File: src/rtl/alu_rs_scheduler.sv
// ALU reservation station: holds dispatched ops, wakes operands from the CDB,
// and issues the lowest-index ready entry to the single ALU each cycle.
module alu_rs_scheduler #(
    parameter int unsigned      ENTRIES  = 8,
    parameter int unsigned      DATA_W   = 32,
    parameter int unsigned      TAG_W    = 4,
    parameter int unsigned      OP_W     = 6,
    parameter logic [TAG_W-1:0] TAG_FREE = '0
) (
    input  logic                      clk,
    input  logic                      rst,
    input  logic                      in_valid,
    input  logic [OP_W-1:0]           in_op,
    input  logic [TAG_W-1:0]          in_dest,
    input  logic [TAG_W-1:0]          in_tag1,
    input  logic [TAG_W-1:0]          in_tag2,
    input  logic [DATA_W-1:0]         in_data1,
    input  logic [DATA_W-1:0]         in_data2,
    output logic                      rs_full,
    output logic [$clog2(ENTRIES):0]  rs_count,
    input  logic                      cdb_valid,
    input  logic [TAG_W-1:0]          cdb_tag,
    input  logic [DATA_W-1:0]         cdb_data,
    input  logic                      alu_ready,
    output logic                      alu_issue,
    output logic [OP_W-1:0]           alu_op,
    output logic [DATA_W-1:0]         alu_a,
    output logic [DATA_W-1:0]         alu_b,
    output logic [TAG_W-1:0]          alu_dest,
    input  logic                      flush
);
    localparam int unsigned IDX_W = $clog2(ENTRIES);
    localparam int unsigned CNT_W = IDX_W + 1;

    logic [ENTRIES-1:0] valid_q, valid_d;
    logic [OP_W-1:0]    op_q    [ENTRIES];
    logic [OP_W-1:0]    op_d    [ENTRIES];
    logic [TAG_W-1:0]   dest_q  [ENTRIES];
    logic [TAG_W-1:0]   dest_d  [ENTRIES];
    logic [TAG_W-1:0]   tag1_q  [ENTRIES];
    logic [TAG_W-1:0]   tag1_d  [ENTRIES];
    logic [TAG_W-1:0]   tag2_q  [ENTRIES];
    logic [TAG_W-1:0]   tag2_d  [ENTRIES];
    logic [DATA_W-1:0]  data1_q [ENTRIES];
    logic [DATA_W-1:0]  data1_d [ENTRIES];
    logic [DATA_W-1:0]  data2_q [ENTRIES];
    logic [DATA_W-1:0]  data2_d [ENTRIES];
    logic [CNT_W-1:0]   count_q, count_d;

    logic               alu_issue_q;
    logic [OP_W-1:0]    alu_op_q;
    logic [DATA_W-1:0]  alu_a_q, alu_b_q;
    logic [TAG_W-1:0]   alu_dest_q;

    logic               sel_found, alloc_found, issue, alloc;
    logic [IDX_W-1:0]   sel_idx, alloc_idx;
    logic [TAG_W-1:0]   new_tag1, new_tag2;
    logic [DATA_W-1:0]  new_data1, new_data2;

    assign rs_full   = (count_q == CNT_W'(ENTRIES));
    assign rs_count  = count_q;
    assign alu_issue = alu_issue_q;
    assign alu_op    = alu_op_q;
    assign alu_a     = alu_a_q;
    assign alu_b     = alu_b_q;
    assign alu_dest  = alu_dest_q;

    // Select and free-slot search look only at registered entry state.
    always_comb begin
        sel_found   = 1'b0;
        sel_idx     = '0;
        alloc_found = 1'b0;
        alloc_idx   = '0;
        for (int unsigned i = 0; i < ENTRIES; i++) begin
            if (!sel_found && valid_q[i] && tag1_q[i] == TAG_FREE && tag2_q[i] == TAG_FREE) begin
                sel_found = 1'b1;
                sel_idx   = IDX_W'(i);
            end
            if (!alloc_found && !valid_q[i]) begin
                alloc_found = 1'b1;
                alloc_idx   = IDX_W'(i);
            end
        end
        issue = sel_found && alu_ready;
        alloc = in_valid && !rs_full;
    end

    // Dispatch bypass: an operand broadcast in the allocate cycle is captured directly.
    always_comb begin
        new_tag1  = in_tag1;
        new_data1 = in_data1;
        new_tag2  = in_tag2;
        new_data2 = in_data2;
        if (cdb_valid && in_tag1 != TAG_FREE && in_tag1 == cdb_tag) begin
            new_tag1  = TAG_FREE;
            new_data1 = cdb_data;
        end
        if (cdb_valid && in_tag2 != TAG_FREE && in_tag2 == cdb_tag) begin
            new_tag2  = TAG_FREE;
            new_data2 = cdb_data;
        end
    end

    always_comb begin
        valid_d = valid_q;
        op_d    = op_q;
        dest_d  = dest_q;
        tag1_d  = tag1_q;
        tag2_d  = tag2_q;
        data1_d = data1_q;
        data2_d = data2_q;
        count_d = count_q + CNT_W'(alloc) - CNT_W'(issue);
        for (int unsigned i = 0; i < ENTRIES; i++) begin
            if (valid_q[i] && cdb_valid && tag1_q[i] != TAG_FREE && tag1_q[i] == cdb_tag) begin
                tag1_d[i]  = TAG_FREE;
                data1_d[i] = cdb_data;
            end
            if (valid_q[i] && cdb_valid && tag2_q[i] != TAG_FREE && tag2_q[i] == cdb_tag) begin
                tag2_d[i]  = TAG_FREE;
                data2_d[i] = cdb_data;
            end
        end
        if (issue) begin
            valid_d[sel_idx] = 1'b0;
        end
        // alloc_idx is an invalid slot, so it never collides with the issued one.
        if (alloc) begin
            valid_d[alloc_idx] = 1'b1;
            op_d[alloc_idx]    = in_op;
            dest_d[alloc_idx]  = in_dest;
            tag1_d[alloc_idx]  = new_tag1;
            data1_d[alloc_idx] = new_data1;
            tag2_d[alloc_idx]  = new_tag2;
            data2_d[alloc_idx] = new_data2;
        end
        if (flush) begin
            valid_d = '0;
            count_d = '0;
        end
    end

    always_ff @(posedge clk) begin
        if (rst) begin
            valid_q     <= '0;
            count_q     <= '0;
            alu_issue_q <= 1'b0;
            alu_op_q    <= '0;
            alu_a_q     <= '0;
            alu_b_q     <= '0;
            alu_dest_q  <= '0;
        end else begin
            valid_q     <= valid_d;
            count_q     <= count_d;
            alu_issue_q <= issue && !flush;
            if (issue && !flush) begin
                alu_op_q   <= op_q[sel_idx];
                alu_a_q    <= data1_q[sel_idx];
                alu_b_q    <= data2_q[sel_idx];
                alu_dest_q <= dest_q[sel_idx];
            end
        end
    end

    // Payload storage is qualified by the valid bits and needs no reset.
    always_ff @(posedge clk) begin
        op_q    <= op_d;
        dest_q  <= dest_d;
        tag1_q  <= tag1_d;
        tag2_q  <= tag2_d;
        data1_q <= data1_d;
        data2_q <= data2_d;
    end

endmodule

File: config.mk
export PLATFORM = sky130hd
export DESIGN_NAME = alu_rs_scheduler
export DESIGN_NICKNAME = d
export VERILOG_FILES = /design/src/rtl/alu_rs_scheduler.sv
export SDC_FILE = /design/constraint.sdc
export NUM_CORES = 2
export LEC_CHECK = 0
export CORE_MARGIN = 4
export CORE_UTILIZATION = 30
export DETAILED_ROUTE_END_ITERATION = 10
export MAX_ROUTING_LAYER = met4
export PLACE_DENSITY = 0.57
export SLEW_MARGIN = 20
export SYNTH_ARGS = -nofsm -noshare
export SYNTH_HDL_FRONTEND = slang
export SYNTH_SLANG_ARGS = --single-unit
export TNS_END_PERCENT = 1
File: constraint.sdc
create_clock -name clk -period 2.75 [get_ports clk]
set_input_delay 0.4125 -clock clk [delete_from_list [all_inputs] [get_ports clk]]
set_output_delay 0.4125 -clock clk [all_outputs]
set_load 0.1 [all_outputs]
==> reports/metrics.csv <==
metric;value;unit
dieWidth;332;um
cp_top_family;simple AND/OR/NAND/NOR gates;
clkTransAtPathRegs;0.06;ns
start_kind;flop;
dp_hpwl;81600;um
dp.cells;5024;
crit_arrival;3.31;ns
crit_chain;nor3_2 > nand4_1 > nand4_4 > or4_4 > nand2_8 > buf_12 > buf_12 > mux2i_1 > o21ai_0 > o221a_2;
syn-instance-count;3564;
finalSetupViolCount;1;
power_density;639;nW/um2
path_max_fanout;15;
leakage;15.8;nW
outcome;complete, but fails checks;
grt_antenna_before_repair;13;
clock-sinks;743;
p_switching;0.00637;W
slew_viol_final;0;
worstSetupEndpointType;flop;
yosysWarnings;0;
synthAdderAreaFrac;0.262;%
die_h;332;um
violations;negative setup slack;
synth-compound-area-share;21.2;%
syn_avg_cell_area;8.84;um2
grt_pass1_vias;27700;
synth_edf_count;80;
power.internal;0.0192;W
hold_buffers;0;
dr.pass1.iters;6;
seq_area_frac_synth;49.8;%
fillers;10400;
vias;29100;
synth_top_family_by_area;compound AO/OA/AOI/OAI gates;
clockBufferDepth;3;
cts_buffers;84;
critical-path-slowest-cell;or4_4;
total_power;0.0255;W
start_util;30.3;%
critPathBufInv;2;
worst_slack;-0.0225;ns
grt_pass1_wl;187000;um
synth_nets;3694;
p_seq_share;47.1;%
netlist.area_leader.share;42.2;%
cts-htree-levels;3;
rsz0062_at_grt;true;
drt-total-wl;128000;um
fp.dieArea;110000;um2
synth_area_leaders;dfxtp_1 (42%), o22ai_1 (11%), nor2_1 (9.4%);
grt_overflow;0;
instances_no_fill;5190;
worst_slew_pin_slew;1.12;ns
grt_usage;22.7;%
viasPerCell;5.61;
worstHoldPathType;flop to flop;
fin_nets;3862;
io_pins;204;
relSlewSlack;25.2;%
async_flop_share;0;%
cp_data_required_time;3.29;ns
synth_mux_area_share;7.12;%
io_buffers;203;
comb_power_share;8.0;%
timing_worst_setup_path_type;flop to flop;
synth_area_leader_cell;dfxtp_1;
crit_top_cell;buf_12;
cts_root_buf;clkbuf_16;
synth_ff_type;dfxtp_1;
min_period;2.77;ns
yosys.area_share.xor_xnor;1.61;%
synth_seq_cells;743;
core_area;104000;um2
drive_gt1_share;16.5;%
insertion_delay;0.67;ns
wl_per_cell;24.6;um
clock_skew;0.0257;ns
cpPeakStageDelay;0.60;ns
tritoncts;built;
tns;-0.0225;ns
area_delta_synth_final;27.0;%
synth_cell_types;57;
ir_drop;0.000507;V
p_clk_share;44.9;%
std_cell_rows;118;
drt-initial-drc-count;3131;
period_share;101;%
postCtsSetupBuffers;0;
gp_congestion;0.845;
cap_violations;0;
synthSimpleGateAreaFrac;14.0;%
grt_max_degree;33;
max_freq;0.361;GHz
remaining_drc_errors;0;
switching_share;24.9;%
syn_area;31500;um2
final-hold-violation-count;0;
r2r_slack;-0.02;ns
antenna_left;0;
[power by group through the flow]
stage / combinational [W] / sequential (W) / clock, W
finish: 0.00203 / 0.0120 / 0.0115
global route: 0.00223 / 0.0121 / 0.0121
CTS: 0.00201 / 0.0120 / 0.0116
detailed placement: 0.00200 / 0.0122 / 0
global placement: 0.00195 / 0.0122 / 0
floorplan: 0.00122 / 0.0122 / 0
[cells by family (layout without fill, tap and decap cells)]
logic type                 Yosys count  in the layout
AOI/OAI and AO/OA                 1019           1019
xor gates and xnor gates            58             58
adders and majority gates            6              6
buffers and inverters              443            676
DFF                                743            743
muxes                              224            224
other                                0             13
and+or+nand+nor                   1071           1071
[area by class of cell]
class / instances / area, um2 / share of cell area, %
flip-flops and latches: 743 / 15700 / 39.2
multi-input cells: 2378 / 14400 / 35.9
repair buffers: 459 / 5110 / 12.8
clock buffers: 122 / 2430 / 6.08
well taps: 1380 / 1730 / 4.32
clock inverters: 29 / 375 / 0.939
inverters: 66 / 260 / 0.651
diodes: 13 / 32.5 / 0.0813
[metrics by stage]
step	cell area [um2]	util (%)	hold WS (ns)	worst slack, ns
floorplan	31900	-	0.438	-0.199
global placement	37000	35.6	0.447	-0.0604
detailed placement	37000	35.6	0.453	-0.136
CTS	39800	38.3	0.469	0.0139
global route	40000	38.5	0.491	-0.0800
finish	40000	38.5	0.463	-0.0225
[metal layers]
layer  global-route usage, %  share of wire [%]  vias to the layer above
met3                    5.28                9.6                      289
met1                    29.4                 42                    14200
met2                    34.9                 45                     1429
met4                    7.92                3.2                        0
met5                       -                  0                        -
li1                        -                  -                    13200
[timing repair]
item	4_1_cts	5_1_grt
hold endpoints to repair	0	0
endpoints found under the setup margin	6	215
pin swaps	0	4
resized for setup	1	21
cloned	0	1
[state kept, by name, summed over array words and instances, names as in the netlist]
name,flops
alu_dest,4
data2_q,256
data1_q,256
tag2_q,32
dest_q,32
alu_op,6
rs_count,4
alu_issue,1
alu_b,32
alu_a,32
op_q,48
tag1_q,32
valid_q,8
[synthesized netlist by cell type, drive strengths merged, types with 2 or more instances]
master	count
nand2b	7
inv	66
a221oi	74
a22oi	32
or4	12
clkbuf	234
mux2i	223
nand2	120
nand4	10
dfxtp	663
nor2	785
o21a	8
or2	8
xor2	33
xnor2	25
o21ai	133
edfxtp	80
o22ai	570
buf	143
nor3	34
and2	4
a2bb2oi	4
ha	5
nor3b	4
o221a	70
a21oi	122
nand3	67
nor4	9
and3	2
nor2b	5
[cells in the final DEF (no fill, tap or decap), types with 4 or more instances in the layout]
cell type	count
o21ai_1	42
nor3_1	26
o22ai_1	550
xor2_1	33
a21oi_1	121
diode_2	13
or4_1	11
nor4_1	6
dfxtp_1	655
o221a_2	62
o21a_1	7
clkbuf_8	16
clkbuf_16	86
nand2_1	115
edfxtp_1	80
clkinv_2	15
o21ai_0	88
nand4_1	9
buf_4	229
a221oi_1	73
clkbuf_1	20
mux2i_1	219
nand2b_4	4
bufinv_16	5
or2_2	4
o22ai_2	20
inv_2	4
buf_12	104
nand3_1	65
nor3_2	8
nor2_1	781
a22oi_1	32
clkdlybuf4s50_1	123
nor2_4	4
a2bb2oi_1	4
xnor2_1	25
or2_4	4
o221a_1	8
inv_1	59
dfxtp_2	6
[path summary, 6_finish.rpt]
check	end	depth (start not counted)	start
worst max-delay path	alu_a[7]	10	tag1_q[20]
worst min-delay path	alu_a[31]	2	alu_a[31]
worst max register to register	alu_a[7]	10	tag1_q[20]
worst min register to register	alu_a[31]	2	alu_a[31]
[worst reg2reg max path, delay by kind of cell, from the launching register on]
family	cells	cell delay (ns)
compound gates	2	0.39
buf+inv	2	0.44
flops	1	0.39
mux	1	0.20
simple gates	5	1.24
Power figures use the tool's default switching activity.
